**config.mk**
```make
export PLATFORM = sky130hd
export DESIGN_NAME = second_counter
export DESIGN_NICKNAME = d
export VERILOG_FILES = /design/src/rtl/clock_pkg.sv /design/src/rtl/tick_prescaler.sv /design/src/rtl/second_counter.sv
export SDC_FILE = /design/constraint.sdc
export NUM_CORES = 1
export LEC_CHECK = 0
export ABC_AREA = 1
export BUFFER_PORTS_ARGS = -buffer_cell sky130_fd_sc_hd__buf_2
export CAP_MARGIN = 20
export CORE_UTILIZATION = 60
export DETAILED_ROUTE_END_ITERATION = 16
export HOLD_SLACK_MARGIN = 0.1
export PLACE_DENSITY = 0.79
export SYNTH_ARGS = -nofsm -noshare
export SYNTH_HDL_FRONTEND = slang
export SYNTH_SLANG_ARGS = --single-unit
export TNS_END_PERCENT = 1
```
**constraint.sdc**
```tcl
create_clock -name clk -period 3.5 [get_ports clk]
set_input_delay 0.7 -clock clk [delete_from_list [all_inputs] [get_ports clk]]
set_output_delay 0.7 -clock clk [all_outputs]
set_load 0.05 [all_outputs]
```
**src/rtl/clock_pkg.sv**
```systemverilog
// Shared constants for the second, minute and hour stages of the clock chain.
// Digit widths, rollover limits and the default system clock rate.
package clock_pkg;

    localparam int SEC_MAX  = 59;
    localparam int MIN_MAX  = 59;
    localparam int HOUR_MAX = 23;
    localparam int BCD_W    = 4;
    localparam int CLK_HZ   = 50000000;

    typedef logic [BCD_W-1:0] bcd_t;

    // Tens digit of a small decimal value
    function automatic bcd_t bcd_tens(input int value);
        return bcd_t'(value / 10);
    endfunction

    // Ones digit of a small decimal value
    function automatic bcd_t bcd_ones(input int value);
        return bcd_t'(value % 10);
    endfunction

endpackage

```
**src/rtl/tick_prescaler.sv**
```systemverilog
// Free-running divider producing a one-cycle strobe every DIV enabled cycles.
// Also reused for display scan timing.
module tick_prescaler
#(
    parameter int DIV = 4
)
(
    input  logic clk,
    input  logic reset,
    input  logic en,
    input  logic clr,
    output logic tick_now
);

    localparam int W = (DIV > 1) ? $clog2(DIV) : 1;
    localparam logic [W-1:0] LAST = W'(DIV - 1);

    logic [W-1:0] count;

    // Phase counter: cleared by clr, frozen while en is low
    always_ff @(posedge clk or posedge reset) begin
        if (reset) begin
            count <= '0;
        end else if (clr) begin
            count <= '0;
        end else if (en) begin
            count <= (count == LAST) ? '0 : count + 1'b1;
        end
    end

    assign tick_now = en && (count == LAST);

endmodule

```
**src/rtl/second_counter.sv**
```systemverilog
// Seconds stage of the clock chain: 1 Hz prescaler plus BCD 00-59 counter.
// Emits sec_tick per second and sec_carry on tick-driven rollover.
module second_counter
    import clock_pkg::*;
#(
    parameter int TICK_DIV = CLK_HZ,
    parameter int SEC_INIT = 0
)
(
    input  logic             clk,
    input  logic             reset,
    input  logic             en,
    input  logic             clr,
    input  logic             adj,
    output logic [BCD_W-1:0] sec_tens,
    output logic [BCD_W-1:0] sec_ones,
    output logic             sec_tick,
    output logic             sec_carry
);

    localparam bcd_t INIT_TENS = bcd_tens(SEC_INIT);
    localparam bcd_t INIT_ONES = bcd_ones(SEC_INIT);
    localparam bcd_t MAX_TENS  = bcd_tens(SEC_MAX);
    localparam bcd_t MAX_ONES  = bcd_ones(SEC_MAX);

    logic tick_now;
    logic at_max;
    logic step;

    tick_prescaler #(
        .DIV (TICK_DIV)
    ) u_prescaler (
        .clk      (clk),
        .reset    (reset),
        .en       (en),
        .clr      (clr),
        .tick_now (tick_now)
    );

    assign at_max = (sec_tens == MAX_TENS) && (sec_ones == MAX_ONES);
    // adj and tick in the same cycle still advance by a single second
    assign step   = adj || tick_now;

    // BCD seconds and registered strobes; clear beats any advance
    always_ff @(posedge clk or posedge reset) begin
        if (reset) begin
            sec_tens  <= INIT_TENS;
            sec_ones  <= INIT_ONES;
            sec_tick  <= 1'b0;
            sec_carry <= 1'b0;
        end else if (clr) begin
            sec_tens  <= '0;
            sec_ones  <= '0;
            sec_tick  <= 1'b0;
            sec_carry <= 1'b0;
        end else begin
            sec_tick  <= tick_now;
            sec_carry <= tick_now && at_max;
            if (step) begin
                if (at_max) begin
                    sec_tens <= '0;
                    sec_ones <= '0;
                end else if (sec_ones == 4'd9) begin
                    sec_ones <= '0;
                    sec_tens <= sec_tens + 1'b1;
                end else begin
                    sec_ones <= sec_ones + 1'b1;
                end
            end
        end
    end

endmodule

```
==> results.cfg <==
[yosys]
synth_common_cells = nand2_1 (90), nor2_1 (63), dfrtp_1 (36)
synth-edff-count = 0
synth_area_leaders = dfrtp_1 (39%), nand2_1 (14%), nor2_1 (10%)
syn_area_sq_um = 2340
synth_cell_types = 26
ys_seq_elements = 36
synth-main-ff-cell = dfrtp_1
synth_nets = 347
synth_cells = 337
syn_area_per_cell_sq_um = 6.943
yosysWarnings = 0
yosys.area.top_type_share_pct = 38.50
async_flop_share_pct = 100.0
synth-seq-area-share_pct = 38.50
yosysMostFrequentCell = nand2_1
synth.largest_area_cell = dfrtp_1

[final_layout]
nFillCells = 336
drive_gt1_share_pct = 12.89
antennaDiodeCount = 0
nNetsFinal = 366
seq_area_sq_um = 900.9
syn_to_final_growth_pct = 10.48
multi_input_comb_area_sq_um = 1257

[timing]
hold_violations = 0
setup_tns_ns = 0
tightest_slew_ns = 0.4532
clock-skew-final_ns = 0.006365
slew_violations = 0
rsz0062_at_grt = no
setup_ws_ns = 1.700
finalCritPeriodShare_pct = 51.43
setup_viol = 0
fin_crit_ns = 1.800
relSlewSlack_pct = 69.79
timing.fmax_mhz = 555.5

[global_routing]
grt_antenna_before_repair = 0
grt_usage_pct = 29.62
grt_pass1_wl_mm = 9.418
grt_pass1_vias = 2063
grt_start_max_net_pins = 37
overflow = 0

[critical_path]
crit_path_end_kind = flip-flop
cp.required_ns = 3.68
worstPathArrival_ns = 1.98
worstPathMaxFanout = 10
crit_path_start_kind = flip-flop
critical_path_class = reg2reg

[clock_network]
cts_tree = yes
clock_latency_ns = 0.28
htree_levels = 2
clock_path_buffers = 2
post_cts_buffers = 0
ctsHoldBuffers = 0
clk_pin_slew_ns = 0.08
clock_sinks = 36
cts-root-buf = clkbuf_8
cts_buffers = 5
cts_resized = 0

[drt]
vias = 2233
ant_nets = 0
drc = 0
drt_iter0_markers = 174
first_pass_iters = 4
detail_route.vias_per_cell = 5.514
post_drt_wl_per_cell_um = 13.46
wirelength_mm = 5.451

[floorplanning]
coreArea_sq_um = 3689
start_util_pct = 63.43
die_x_um = 64.45
rows = 22
die_h_um = 64.45
ios = 15
fp.dieArea_sq_um = 4153

[power]
p_per_area_nw_per_um2 = 386.6
irDropWorstVdd_uv = 314.2
leakage_nw = 1.229

[placement]
dpl.hpwl_mm = 4.033
port_buffers = 14
pre_cts_slack_ns = 1.447
place.gp.congestion = 0.9654

[job]
maxCapViolCount = 0

[worst_hold_path]
hp-class = in2async

[outcome]
status = finished, final reports clean
[power breakdown]
group	switching (W)	internal (W)	leakage, nW	total, W
sequential	0.0000254	0.000436	0.496	0.000461
combinational	0.0000972	0.0000387	0.668	0.000136
clock	0.000150	0.000251	0.0645	0.000402
total	0.000273	0.000726	1.23	0.000999
[area by class of cell]
class | instances | area share, %
Multi-Input combinational cell | 257 | 48.64
Sequential cell | 36 | 34.85
Inverter | 40 | 6.002
Clock buffer | 7 | 3.727
Timing Repair Buffer | 16 | 3.291
Tap cell | 48 | 2.323
Clock inverter | 1 | 1.162
[metrics by stage]
stage | utilization, % | hold WS (ns) | std cells | power [W] | cell area [sq um]
after floorplan | - | 0.4966 | 337 | 0.0005718 | 2340
after global placement | 66.66 | 0.5204 | 397 | 0.0006025 | 2459
after detailed placement | 66.66 | 0.5305 | 397 | 0.0006053 | 2459
after CTS | 70.08 | 0.5199 | 405 | 0.001005 | 2585
after global routing | 70.08 | 0.5554 | 405 | 0.001042 | 2585
final | 70.08 | 0.5072 | 405 | 0.0009992 | 2585
[flip-flops by register name, indices dropped and copies added (netlist names)]
register,count
u_prescaler.count,26
sec_ones,4
sec_tens,4
sec_carry,1
sec_tick,1
[cells in the final DEF (no fill, tap or decap), drive strengths merged]
cell	n
nand3	31
and3	1
clkinv	2
ha	5
clkbuf	7
nand2	99
bufinv	1
nand3b	3
dfrtp	36
nand4	15
o21bai	2
buf	16
xnor2	2
xor2	8
nor2	70
o21ai	10
inv	38
nor3	8
a21oi	3
[path summary, 6_finish.rpt]
| path | startpoint | endpoint | slack [ns] | cells after the start |
|---|---|---|---|---|
| min in group clk | sec_tens[3] | sec_tens[3] | 0.55 | 2 |
| setup / recovery | u_prescaler.count[1] | sec_tens[0] | 1.70 | 10 |
| hold reg to reg | sec_tens[3] | sec_tens[3] | 0.55 | 2 |
| max in group asynchronous | reset | u_prescaler.count[4] | 2.68 | 3 |
| setup reg to reg | u_prescaler.count[1] | sec_tens[0] | 1.70 | 10 |
| hold / removal | reset | u_prescaler.count[19] | 0.51 | 3 |
[logic make-up (layout without fill, tap and decap cells)]
| kind of cell | Yosys count | after routing | synth area share, % |
|---|---|---|---|
| compound gates | 15 | 15 | 3.422 |
| xor+xnor | 10 | 10 | 3.744 |
| fa+ha+maj | 5 | 5 | 2.674 |
| buf+inv | 44 | 64 | 7.753 |
| flops | 36 | 36 | 38.50 |
| simple gates | 227 | 227 | 43.90 |
[layer usage]
layer | routed length [um] | track usage (%) | part of all wire [%] | up-vias
met5 | 0 | 0 | 0 | -
met4 | 138 | 11.94 | 2.5 | 0
met3 | 316 | 5.634 | 5.8 | 17
met2 | 2457 | 44.74 | 45 | 70
met1 | 2538 | 41.73 | 47 | 1040
li1 | - | - | - | 1106
[critical path: stages, from the launching register on]
cell and delay [ns]:
dfrtp_1 0.40, ha_1 0.24, nand2_2 0.10, nor2_4 0.14
nand2_2 0.12, nor2_4 0.16, nand3_2 0.16, nand2_4 0.16
nand2_2 0.09, nand2_1 0.07, nand2_1 0.05
No activity file was read; power rests on OpenSTA's default activity.
